==> config.mk <==
export PLATFORM = sky130hd
export DESIGN_NAME = wb_irq_conditioner
export DESIGN_NICKNAME = d
export VERILOG_FILES = /design/src/rtl/wb_irq_conditioner.sv
export SDC_FILE = /design/constraint.sdc
export NUM_CORES = 1
export LEC_CHECK = 0
export CAP_MARGIN = 20
export CORE_ASPECT_RATIO = 0.6
export CORE_UTILIZATION = 31
export DETAILED_ROUTE_END_ITERATION = 8
export DONT_BUFFER_PORTS = 1
export MAX_ROUTING_LAYER = met4
export SLEW_MARGIN = 25
export SYNTH_ARGS = -nofsm -noshare
export SYNTH_HDL_FRONTEND = slang
export SYNTH_SLANG_ARGS = --single-unit
==> constraint.sdc <==
create_clock -name wb_clk_i -period 2.41 [get_ports wb_clk_i]
set_input_delay 0.3615 -clock wb_clk_i [delete_from_list [all_inputs] [get_ports wb_clk_i]]
set_output_delay 0.3615 -clock wb_clk_i [all_outputs]
set_load 0.05 [all_outputs]
==> src/rtl/wb_irq_conditioner.sv <==
// Wishbone interrupt conditioner: per-pin sync, debounce, edge/level detect, W1C pending, mask.
// Define IRQ_CNT_EN to add per-channel saturating 8-bit event counters at 0x10 + 4*ch.
module wb_irq_conditioner #(
    parameter int unsigned NUM_CH     = 3,
    parameter int unsigned DEB_CYCLES = 16,
    parameter int unsigned CNT_W      = 16,
    parameter logic [1:0]  RST_MODE   = 2'b01
) (
    input  logic              wb_clk_i,
    input  logic              wb_rst_i,
    input  logic [NUM_CH-1:0] irq_pad_i,
    input  logic [31:0]       wb_adr_i,
    input  logic [31:0]       wb_dat_i,
    output logic [31:0]       wb_dat_o,
    input  logic [3:0]        wb_sel_i,
    input  logic              wb_we_i,
    input  logic              wb_stb_i,
    input  logic              wb_cyc_i,
    output logic              wb_ack_o,
    output logic              wb_err_o,
    output logic              wb_rty_o,
    output logic [NUM_CH-1:0] irq_vec_o,
    output logic              irq_o,
    output logic [NUM_CH-1:0] clean_o
);

    localparam logic [CNT_W-1:0] DEB_LAST = CNT_W'(DEB_CYCLES - 1);

    logic [NUM_CH-1:0]   sync_q1;
    logic [NUM_CH-1:0]   sync_q2;
    logic [NUM_CH-1:0]   clean_q;
    logic [CNT_W-1:0]    deb_cnt_q [NUM_CH];
    logic [NUM_CH-1:0]   flip;
    logic [NUM_CH-1:0]   rise;
    logic [NUM_CH-1:0]   fall;
    logic [NUM_CH-1:0]   event_hit;

    logic [NUM_CH-1:0]   pending_q;
    logic [NUM_CH-1:0]   mask_q;
    logic [2*NUM_CH-1:0] mode_q;
    logic [NUM_CH-1:0]   pend_clr;

    logic [3:0]          reg_idx;
    logic                addr_in_window;
    logic                reg_hit;
    logic                bus_req;
    logic                acc_ok;
    logic                acc_bad;
    logic                wr_en;
    logic [31:0]         rd_data;
    logic                unused_bits;

    // Byte selects and word-offset bits are don't-care: full-word access only.
    assign unused_bits = ^{wb_sel_i, wb_adr_i[1:0], wb_dat_i};

    always_ff @(posedge wb_clk_i or posedge wb_rst_i) begin
        if (wb_rst_i) begin
            sync_q1 <= '0;
            sync_q2 <= '0;
        end else begin
            sync_q1 <= irq_pad_i;
            sync_q2 <= sync_q1;
        end
    end

    always_comb begin
        flip = '0;
        rise = '0;
        fall = '0;
        for (int i = 0; i < NUM_CH; i++) begin
            flip[i] = (sync_q2[i] != clean_q[i]) && (deb_cnt_q[i] == DEB_LAST);
            rise[i] = flip[i] & sync_q2[i];
            fall[i] = flip[i] & ~sync_q2[i];
        end
    end

    always_ff @(posedge wb_clk_i or posedge wb_rst_i) begin
        if (wb_rst_i) begin
            clean_q <= '0;
            for (int i = 0; i < NUM_CH; i++) begin
                deb_cnt_q[i] <= '0;
            end
        end else begin
            clean_q <= clean_q ^ flip;
            for (int i = 0; i < NUM_CH; i++) begin
                if ((sync_q2[i] == clean_q[i]) || flip[i]) begin
                    deb_cnt_q[i] <= '0;
                end else begin
                    deb_cnt_q[i] <= deb_cnt_q[i] + CNT_W'(1);
                end
            end
        end
    end

    // Level mode uses the registered clean level, so it fires every cycle the level is high.
    always_comb begin
        event_hit = '0;
        for (int i = 0; i < NUM_CH; i++) begin
            case (mode_q[2*i +: 2])
                2'b00:   event_hit[i] = clean_q[i];
                2'b01:   event_hit[i] = rise[i];
                2'b10:   event_hit[i] = fall[i];
                default: event_hit[i] = rise[i] | fall[i];
            endcase
        end
    end

    // The intercon hands us a local offset; anything at or above 0x40 is unmapped.
    assign reg_idx        = wb_adr_i[5:2];
    assign addr_in_window = (wb_adr_i[31:6] == '0);

    always_comb begin
        reg_hit = 1'b0;
        if (addr_in_window) begin
            if (reg_idx < 4'd4) begin
                reg_hit = 1'b1;
            end
`ifdef IRQ_CNT_EN
            else begin
                reg_hit = 1'b1;
            end
`endif
        end
    end

    assign bus_req = wb_stb_i & wb_cyc_i & ~wb_ack_o & ~wb_err_o;
    assign acc_ok  = bus_req & reg_hit;
    assign acc_bad = bus_req & ~reg_hit;
    assign wr_en   = acc_ok & wb_we_i;

    assign pend_clr = (wr_en && (reg_idx == 4'd1)) ? wb_dat_i[NUM_CH-1:0] : '0;

`ifdef IRQ_CNT_EN
    logic [7:0] evt_cnt_q [NUM_CH];

    // Clear beats increment; only the first twelve channels fit the 0x10-0x3C window.
    always_ff @(posedge wb_clk_i or posedge wb_rst_i) begin
        if (wb_rst_i) begin
            for (int c = 0; c < NUM_CH; c++) begin
                evt_cnt_q[c] <= '0;
            end
        end else begin
            for (int c = 0; c < NUM_CH; c++) begin
                if (wr_en && (int'(reg_idx) == c + 4)) begin
                    evt_cnt_q[c] <= '0;
                end else if (event_hit[c] && (evt_cnt_q[c] != 8'hFF)) begin
                    evt_cnt_q[c] <= evt_cnt_q[c] + 8'd1;
                end
            end
        end
    end
`endif

    always_comb begin
        rd_data = '0;
        case (reg_idx)
            4'd0: rd_data[NUM_CH-1:0]   = clean_q;
            4'd1: rd_data[NUM_CH-1:0]   = pending_q;
            4'd2: rd_data[NUM_CH-1:0]   = mask_q;
            4'd3: rd_data[2*NUM_CH-1:0] = mode_q;
            default: begin
`ifdef IRQ_CNT_EN
                for (int c = 0; c < NUM_CH; c++) begin
                    if (int'(reg_idx) == c + 4) begin
                        rd_data[7:0] = evt_cnt_q[c];
                    end
                end
`endif
            end
        endcase
    end

    // Set wins over a coincident write-1-to-clear.
    always_ff @(posedge wb_clk_i or posedge wb_rst_i) begin
        if (wb_rst_i) begin
            pending_q <= '0;
        end else begin
            pending_q <= (pending_q & ~pend_clr) | event_hit;
        end
    end

    always_ff @(posedge wb_clk_i or posedge wb_rst_i) begin
        if (wb_rst_i) begin
            wb_ack_o <= 1'b0;
            wb_err_o <= 1'b0;
            wb_dat_o <= '0;
            mask_q   <= '0;
            mode_q   <= {NUM_CH{RST_MODE}};
        end else begin
            wb_ack_o <= acc_ok;
            wb_err_o <= acc_bad;
            if (acc_ok) begin
                wb_dat_o <= rd_data;
            end else if (acc_bad) begin
                wb_dat_o <= '0;
            end
            if (wr_en && (reg_idx == 4'd2)) begin
                mask_q <= wb_dat_i[NUM_CH-1:0];
            end
            if (wr_en && (reg_idx == 4'd3)) begin
                mode_q <= wb_dat_i[2*NUM_CH-1:0];
            end
        end
    end

    assign irq_vec_o = pending_q & mask_q;
    assign irq_o     = |irq_vec_o;
    assign clean_o   = clean_q;
    assign wb_rty_o  = 1'b0;

endmodule

==> results of run 1 <==
-- metal layers --
layer,share of wire [%],wire length (um),vias to the layer above
li1,-,-,1298
met4,1.1,92,0
met3,5.8,464,7
met5,0,0,-
met2,41,3265,63
met1,52,4215,1360
-- sequential cells by signal (all words and copies together) (netlist names), named ones only --
signal and count:
deb_cnt_q 48, mask_q 3, mode_q 6, pending_q 3, sync_q1 3, sync_q2 3, wb_ack_o 1, wb_dat_o 6
wb_err_o 1
-- per-stage QoR --
stage / hold slack, ns / instance area, um^2
CTS: 0.04200 / 4302
floorplan: 0.3312 / 4023
detailed placement: 0.3290 / 4031
finish: 0.05749 / 4307
global route: 0.04000 / 4307
global placement: 0.3175 / 4031
-- worst paths after layout --
check / start / endpoint / slack, ns / depth (start not counted)
worst max-delay path: pending_q[2]$_DFF_PP0_ / irq_o / 0.39 / 3
worst min-delay path: irq_pad_i[0] / sync_q1[0]$_DFF_PP0_ / 0.06 / 0
worst max register to register: deb_cnt_q[0]$_DFF_PP0_ / deb_cnt_q[7]$_DFF_PP0_ / 0.51 / 5
worst min register to register: sync_q1[1]$_DFF_PP0_ / sync_q2[1]$_DFF_PP0_ / 0.35 / 0
max in group asynchronous: wb_rst_i / mode_q[0]$_DFFE_PP1P_ / 1.16 / 3
min in group asynchronous: wb_rst_i / deb_cnt_q[11]$_DFF_PP0_ / 0.56 / 2
-- cell type report --
cell class,instances,area (um^2)
antenna,2,5.005
clock buffer,13,250.2
clock inverter,2,10.01
fill,1231,7873
inverter,4,16.27
multi-input combinational,280,1836
sequential,77,1931
tap,165,206.4
timing repair buffer,5,52.55
-- kinds of logic (layout without fill, tap and decap cells) --
| logic type | Yosys count | count (layout) |
|---|---|---|
| simple gates | 171 | 171 |
| buf+inv | 41 | 24 |
| xor+xnor | 41 | 41 |
| mux | 15 | 15 |
| other cells | 1 | 29 |
| fa+ha+maj | 3 | 3 |
| compound gates | 23 | 23 |
| flops | 77 | 77 |
-- cells in the final DEF (no fill, tap or decap), drive strengths merged, types with 4 or more instances in the layout --
| cell type | count |
|---|---|
| a21oi | 5 |
| a22o | 6 |
| and2 | 6 |
| and3 | 12 |
| and4 | 8 |
| buf | 4 |
| clkbuf | 13 |
| conb | 27 |
| dfrtp | 74 |
| mux2 | 12 |
| nand2 | 17 |
| nand3 | 19 |
| nand4 | 20 |
| nor2 | 47 |
| nor3 | 5 |
| nor4 | 22 |
| xnor2 | 15 |
| xor2 | 26 |
-- report_power, final --
part           switching (uW)  internal, uW  leakage (uW)  total, uW
combinational             154          30.2      0.000728        185
clock                     487           717      0.000129       1200
sequential               17.3          1310       0.00104       1330
total                     659          2060       0.00190       2720
-- critical path: stages, from the launching register on --
cell,delay (ns)
dfrtp_1,0.37
and2_1,0.51
nor3_1,0.10
inv_1,0.36
-- timing repair --
action / in CTS / in global routing
endpoints found under the hold margin: 30 / 0
hold buffers: 1 / 0
gates resized for setup: 0 / 0
==> results.ini, run 1 <==
[status]
status = finished, final reports clean

[worst_setup_path]
crit_arrival_ns = 1.66
crit_required_ns = 2.05
start_kind = flip-flop
crit_type = flip-flop to primary output
end_kind = primary output
cp_max_fo = 3

[cts]
cts.htree.levels = 3
path_clk_slew_ns = 0.05
cts_sinks = 77
cts_buffers = 9
clockBufferDepth = 2
clock_latency_ns = 0.33
postCtsSetupRepairBufs = 0
cts_tree = built
cts-root-buf = clkbuf_16

[timing]
timing.final.crit_period_ns = 2.025
clock_skew_ns = 0.006502
maxSlewViolCount = 0
tns_ns = 0
worstMarginPinSlew_ns = 0.6402
fmax_ghz = 0.4939
finalCritPeriodShare_pct = 84.01
setup_viol = 0
finalWorstSetupSlack_ns = 0.3853
hold_viol = 0
relSlewSlack_pct = 57.32
rsz0062_at_grt = false

[place]
dp.cells = 530
dpl.hpwl_um = 5864
place_congestion = 0.8143
portBuffers = 0
place_ws_ns = 0.2718

[layout]
drive_gt1_share_pct = 11.02
utilization_pct = 35.36
area.growth.synth_to_final_pct = 9.723
nNetsFinal = 456
final_cells = 548

[yosys]
ys_types = 43
synth-compound-area-share_pct = 4.272
synth_common_cells = 74 x dfrtp_1, 47 x nor2_1, 27 x buf_4
ys_seq_area_share_pct = 49.19
avgSynthCellArea_um2 = 10.55
yosys-top-cells-area = dfrtp_1 47%, xor2_1 5.8%, buf_4 5.2%, nor2_1 4.5%, mux2_2 3.4%
synth_cells = 372
synth_top_family_by_area = simple AND/OR/NAND/NOR gates
ys.flop_type = dfrtp_1
synth.most_common_cell = dfrtp_1
netlist.area_leader.share_pct = 47.18
mappedNetlistArea_mm2 = 0.003925
synthXorXnorAreaFrac_pct = 9.149
synth_top_area_cell = dfrtp_1
synthAdderAreaFrac_pct = 0.9563
ys_warn_count = 0
async_reset_ff_share_pct = 100.0
synth.mux.area_fraction_pct = 5.451
synthSimpleGateAreaFrac_pct = 24.35
ys_ff_latch = 77
synth-edff-count = 0

[power_and_ir_drop]
peakVddDrop_mv = 0.3670
power.leakage_uw = 0.001900
powerDensity_mw_per_mm2 = 631.3
p_total_uw = 2719

[grt]
antenna_found_initial = 2
met2_usage_pct = 18.48
grt.busiest_layer = met1
grtUsageTotal_pct = 14.04
gr-usage-met3_pct = 5.000
grt_max_degree = 46
grt_pass1_vias = 2599
grt_util_met1_pct = 19.62
grt_pass1_wl_um = 13720
gr-total-overflow = 0

[route]
drc = 0
postRouteAntennaNets = 0
drt_pre_antenna_iters = 4
wl_per_cell_um = 14.67
vias = 2728
wl_um = 8037
drt_iter0_drc = 143
vias_per_cell = 4.978

[floorplanning]
ioPinCount = 118
die_h_um = 89.16
start_util_pct = 32.23
die_w_um = 147.3
dieArea_mm2 = 0.01313
coreArea_mm2 = 0.01218
rows = 31

[min_path]
hp-class = input port to flip-flop

[flow_run]
maxCapViolCount = 0

Note: power is estimated with default switching activity, not from simulation.
==> run 2: changes to the inputs <==
==> constraint.sdc (replaced) <==
create_clock -name wb_clk_i -period 1.7 [get_ports wb_clk_i]
set_input_delay 0.255 -clock wb_clk_i [delete_from_list [all_inputs] [get_ports wb_clk_i]]
set_output_delay 0.255 -clock wb_clk_i [all_outputs]
set_load 0.05 [all_outputs]
==> run 2 against run 1 <==
Die area did not move; critical endpoint is now deb_cnt_q[31]$_DFF_PP0_; combinational power rose by 57%; design area rose by 10%; register-to-register slack got worse by 0.44 ns.
==> results.ini, run 2 (synthesis results as in run 1) <==
[grt]
gr-total-overflow = 0  ; unchanged
grtUsageTotal_pct = 14.12  ; +0.078 points
met2_usage_pct = 18.48  ; unchanged
grt_pass1_wl_um = 13820  ; +0.70%
grt_pass1_vias = 2653  ; +2.1%
gr-usage-met3_pct = 4.388  ; -0.61 points
grt_util_met1_pct = 20.32  ; +0.70 points
grt.busiest_layer = met1
antenna_found_initial = 0  ; -2
grt_max_degree = 78  ; +70%

[place]
dp.cells = 559  ; +5.5%
place_congestion = 0.7919  ; -2.8%
portBuffers = 0  ; unchanged
post_dp_cell_area_mm2 = 0.004367  ; +8.3%
dpl.hpwl_um = 5933  ; +1.2%
place_ws_ns = -0.04081  ; -0.3126 ns

[worst_setup_path]
start_kind = flip-flop
critPathSlowestCell = dfrtp_1
worstPathCellList = nand2_1, or3_4, or4_1, a21oi_1
cp_max_fo = 5  ; +2
crit_required_ns = 1.96  ; -0.09 ns
end_kind = flip-flop
crit_type = flip-flop to flip-flop
crit_family = simple AND/OR/NAND/NOR gates
path_buf_inv = 0  ; -1
crit_arrival_ns = 1.90  ; +0.24 ns
slowest_delay_ns = 0.44  ; -0.07 ns

[timing]
whs_ns = 0.05949  ; +0.001996 ns
relSlewSlack_pct = 64.78  ; +7.5 points
hold_viol = 0  ; unchanged
maxSlewViolCount = 0  ; unchanged
setup_viol = 0  ; unchanged
fmax_ghz = 0.6117
finalWorstSetupSlack_ns = 0.06508  ; -0.3202 ns
clock_skew_ns = 0.007827  ; +0.001325 ns
rsz0062_at_grt = true
timing.final.crit_period_ns = 1.635
finalCritPeriodShare_pct = 96.17
worstMarginPinSlew_ns = 0.5284  ; -0.1118 ns

[power_and_ir_drop]
power.leakage_uw = 0.002123  ; +12%
powerDensity_mw_per_mm2 = 892.6  ; +41%
peakVddDrop_mv = 0.4345  ; +18%

[layout]
area.growth.synth_to_final_pct = 21.23
final_cells = 580  ; +5.8%
finish.instance_area_mm2 = 0.004758  ; +10%
nNetsFinal = 489  ; +7.2%
regMostFlops = deb_cnt_q
num_antenna_cells = 0  ; -2
drive_gt1_share_pct = 21.20  ; +10 points
utilization_pct = 39.07  ; +3.7 points
largest_reg_flops = 48  ; unchanged
layout_common_cells = 70 x dfrtp_1, 47 x nor2_1, 32 x buf_4
reg.largest.list = deb_cnt_q (48), mode_q (6), wb_dat_o (6)
mostFrequentLayoutCell = dfrtp_1

[cts]
path_clk_slew_ns = 0.06  ; about the same
cts.htree.levels = 3  ; unchanged
cts_tree = built
clock_latency_ns = 0.34  ; about the same
cts-root-buf = clkbuf_16
cts_sinks = 77  ; unchanged
clockBufferDepth = 2  ; unchanged
cts_buffers = 9  ; unchanged

[route]
vias = 2813  ; +3.1%
postRouteAntennaNets = 0  ; unchanged
drt_pre_antenna_iters = 4  ; unchanged
wl_um = 8084  ; +0.58%
drc = 0  ; unchanged
wl_per_cell_um = 13.94  ; -5.0%
vias_per_cell = 4.850  ; -2.6%
drt_iter0_drc = 149  ; +4.2%

[floorplanning]
ioPinCount = 118  ; unchanged
start_util_pct = 32.23  ; unchanged
rows = 31  ; unchanged
dieArea_mm2 = 0.01313  ; unchanged
die_h_um = 89.16  ; unchanged
coreArea_mm2 = 0.01218  ; unchanged
die_w_um = 147.3  ; unchanged

[status]
status = finished, final reports clean

[min_path]
hp-class = input port to flip-flop

[flow_run]
maxCapViolCount = 0  ; unchanged

-- run 2: cell count changes in the layout (fill, tap and decap cells not counted), sizes merged --
| cell | previous run | this run |
|---|---|---|
| diode | 2 | 0 |
| bufinv | 0 | 2 |
| dlygate4sd3 | 1 | 4 |
| clkbuf | 13 | 9 |
| buf | 4 | 34 |
| clkinvlp | 0 | 1 |
| clkinv | 3 | 5 |
-- run 2: area by class of cell --
cell class	instances	area (um^2)
multi-input cells	280	1952
clock inverters	7	100.1
fillers	1183	7421
flip-flops and latches	77	1936
clock buffers	9	225.2
inverters	4	18.77
well taps	165	206.4
repair buffers	38	320.3
-- run 2: worst paths after layout --
check,from,endpoint,slack [ns],cells after the start
max in group asynchronous,wb_rst_i,mode_q[4]$_DFFE_PP1P_,0.85,3
worst min-delay path,wb_dat_i[1],mode_q[1]$_DFFE_PP0P_,0.06,1
worst min register to register,sync_q1[1]$_DFF_PP0_,sync_q2[1]$_DFF_PP0_,0.34,0
min in group asynchronous,wb_rst_i,deb_cnt_q[42]$_DFF_PP0_,0.50,3
worst max register to register,deb_cnt_q[21]$_DFF_PP0_,deb_cnt_q[31]$_DFF_PP0_,0.07,4
worst max-delay path,deb_cnt_q[21]$_DFF_PP0_,deb_cnt_q[31]$_DFF_PP0_,0.07,4
-- run 2: where the power goes --
| group | leakage [uW] | switching [uW] | internal (uW) |
|---|---|---|---|
| Sequential | 0.00104 | 24.5 | 1860 |
| Combinational | 0.000928 | 224 | 67.1 |
| Clock | 0.000160 | 779 | 1290 |
-- run 2: repair_timing --
action	in CTS	in global routing
setup endpoints to repair	0	6
resized for setup	0	5
hold endpoints to repair	77	0
setup buffers	0	1
hold buffers	4	0
-- run 2: layer usage --
metal / part of all wire, % / up-vias / routed length [um]
met4: 1.2 / 0 / 94
li1: - / 1365 / -
met2: 40 / 70 / 3235
met1: 54 / 1371 / 4340
met5: 0 / - / 0
met3: 5.1 / 7 / 413
-- run 2: worst reg2reg max path: cells and delay by family, from the launching register on --
family,cells,cell delay (ns)
AND/OR/NAND/NOR,3,0.96
AO/OA/AOI/OAI,1,0.16
flip-flops,1,0.44
-- run 2: metrics by stage --
stage / setup TNS, ns / power (uW)
2_1_floorplan: -0.1103 / 2197
3_3_place_gp: -0.1094 / 2200
3_5_place_dp: -0.3495 / 2203
4_1_cts: 0 / 4298
5_1_grt: -0.03484 / 4422
6_report: 0 / 4247
==> run 3: changes to the inputs <==
==> constraint.sdc (replaced) <==
create_clock -name wb_clk_i -period 1.8 [get_ports wb_clk_i]
set_input_delay 0.27 -clock wb_clk_i [delete_from_list [all_inputs] [get_ports wb_clk_i]]
set_output_delay 0.27 -clock wb_clk_i [all_outputs]
set_load 0.05 [all_outputs]
==> run 3 against run 2 <==
Global-route usage barely moved; largest cell class is now flip-flops and latches; setup slack improved by 0.061 ns; clock power fell by 15%; fmax is 2.3% lower; routed wire length is 0.42% higher; critical path depth unchanged; power is 10% lower; sequential power decreased by 6%; register-to-register slack gained 0.06 ns; sequential share of layout area rose by 1.9 points.
==> results.ini, run 3 (synthesis results as in run 1) <==
[grt]
grt_pass1_wl_um = 13740  ; -0.60%
grtUsageTotal_pct = 14.08  ; -0.041 points
grt_max_degree = 33  ; -58%
grt_pass1_vias = 2699  ; +1.7%
antenna_found_initial = 0  ; unchanged
gr-total-overflow = 0  ; unchanged

[place]
dp.cells = 551  ; -1.4%
place_congestion = 0.8697  ; +9.8%
portBuffers = 0  ; unchanged
dpl.hpwl_um = 6011  ; +1.3%

[timing]
relSlewSlack_pct = 64.74  ; about the same
setup_viol = 0  ; unchanged
whs_ns = 0.08095  ; +0.02147 ns
hold_viol = 0  ; unchanged
fmax_ghz = 0.5974  ; -2.3%
worstMarginPinSlew_ns = 0.5278  ; -0.0005584 ns
rsz0062_at_grt = false
finalCritPeriodShare_pct = 92.99  ; -3.2 points
clock_skew_ns = 0.007397  ; -0.0004298 ns
maxSlewViolCount = 0  ; unchanged
timing.final.crit_period_ns = 1.674  ; +0.03887 ns

[layout]
area.growth.synth_to_final_pct = 15.46
regMostFlops = deb_cnt_q
num_antenna_cells = 0  ; unchanged
largest_reg_flops = 48  ; unchanged
reg.largest.list = deb_cnt_q (48), mode_q (6), wb_dat_o (6)
final_cells = 571  ; -1.6%
utilization_pct = 37.21  ; -1.9 points
layout_common_cells = 73 x dfrtp_1, 47 x nor2_1, 27 x conb_1
mostFrequentLayoutCell = dfrtp_1
drive_gt1_share_pct = 16.01  ; -5.2 points
nNetsFinal = 480  ; -1.8%

[floorplanning]
die_w_um = 147.3  ; unchanged
dieArea_mm2 = 0.01313  ; unchanged
die_h_um = 89.16  ; unchanged
ioPinCount = 118  ; unchanged
coreArea_mm2 = 0.01218  ; unchanged
rows = 31  ; unchanged
start_util_pct = 32.23  ; unchanged

[route]
wl_per_cell_um = 14.22  ; +2.0%
wl_um = 8118  ; +0.42%
drc = 0  ; unchanged
postRouteAntennaNets = 0  ; unchanged
drt_pre_antenna_iters = 4  ; unchanged
vias_per_cell = 4.877  ; +0.57%
drt_iter0_drc = 161  ; +8.1%
vias = 2785  ; -1.0%

[cts]
cts.htree.levels = 3  ; unchanged
cts_sinks = 77  ; unchanged
cts_buffers = 9  ; unchanged
cts_resized = 0  ; unchanged
clock_latency_ns = 0.34  ; about the same
path_clk_slew_ns = 0.06  ; about the same
clockBufferDepth = 2  ; unchanged
cts_tree = built
cts-root-buf = clkbuf_16

[worst_setup_path]
crit_start = deb_cnt_q[34]$_DFF_PP0_
start_kind = flip-flop
end_kind = flip-flop
cp_max_fo = 6  ; +1
worstPathCellList = nand4_1, or2_2, or4_1, a21oi_1
crit_type = flip-flop to flip-flop
slowest_delay_ns = 0.46  ; +0.02 ns
crit_arrival_ns = 1.94  ; +0.04 ns
r2r-start = deb_cnt_q[34]$_DFF_PP0_
critPathSlowestCell = or4_1
path_buf_inv = 0  ; unchanged
crit_family = simple AND/OR/NAND/NOR gates
crit_required_ns = 2.06  ; +0.10 ns

[min_path]
hp-class = input port to flip-flop
hold_path_startpoint = wb_dat_i[1]

[status]
status = finished, final reports clean

[power_and_ir_drop]
powerDensity_mw_per_mm2 = 840.4  ; -5.9%
peakVddDrop_mv = 0.4525  ; +4.2%
p_total_uw = 3809  ; -10%
power.leakage_uw = 0.002022  ; -4.8%

[flow_run]
maxCapViolCount = 0  ; unchanged

[run 3: final timing paths]
| check | to | slack, ns | depth (start not counted) |
|---|---|---|---|
| setup / recovery | deb_cnt_q[47]$_DFF_PP0_ | 0.13 | 4 |
| hold / removal | mode_q[1]$_DFFE_PP0P_ | 0.08 | 1 |
| setup reg to reg | deb_cnt_q[47]$_DFF_PP0_ | 0.13 | 4 |
| hold reg to reg | sync_q2[1]$_DFF_PP0_ | 0.35 | 0 |
| max in group asynchronous | mode_q[4]$_DFFE_PP1P_ | 0.75 | 3 |
| min in group asynchronous | sync_q1[0]$_DFF_PP0_ | 0.44 | 2 |
[run 3: repair_timing]
action,in CTS,in global routing
setup endpoints to repair,0,0
buffers inserted,0,0
hold buffers,4,0
hold endpoints to repair,23,0
[run 3: area by class of cell]
class	instances	area [um^2]
tap	165	206.4
multi-input combinational	280	1836
sequential	77	1932
clock buffer	12	236.5
inverter	4	18.77
timing repair buffer	29	252.7
clock inverter	4	50.05
fill	1197	7647
[run 3: metal layers]
metal / GRT usage, % / vias up / share of wire, % / wire length [um]
met3: 3.367 / 9 / 4.7 / 378
met1: 19.53 / 1365 / 54 / 4388
li1: - / 1340 / - / -
met2: 19.13 / 71 / 40 / 3228
met5: - / - / 0 / 0
met4: 6.748 / 0 / 1.5 / 124
[run 3: power by group]
part	total (uW)	internal [uW]	switching, uW
Sequential	1780	1760	24.7
Clock	1760	1070	686
Combinational	268	57.7	210
[run 3: through the flow]
stage	setup WS [ns]	TNS, ns	instance area [um^2]
2_1_floorplan	0.002324	0	4028
3_3_place_gp	0.01033	0	4205
3_5_place_dp	-0.03619	-0.1317	4205
4_1_cts	0.1287	0	4532
5_1_grt	0.009273	0	4532
6_report	0.1262	0	4532
[run 3: worst reg2reg max path, cell delays in order, from the launching register on]
cell	delay, ns
dfrtp_1	0.43
nand4_1	0.21
or2_2	0.35
or4_1	0.46
a21oi_1	0.15
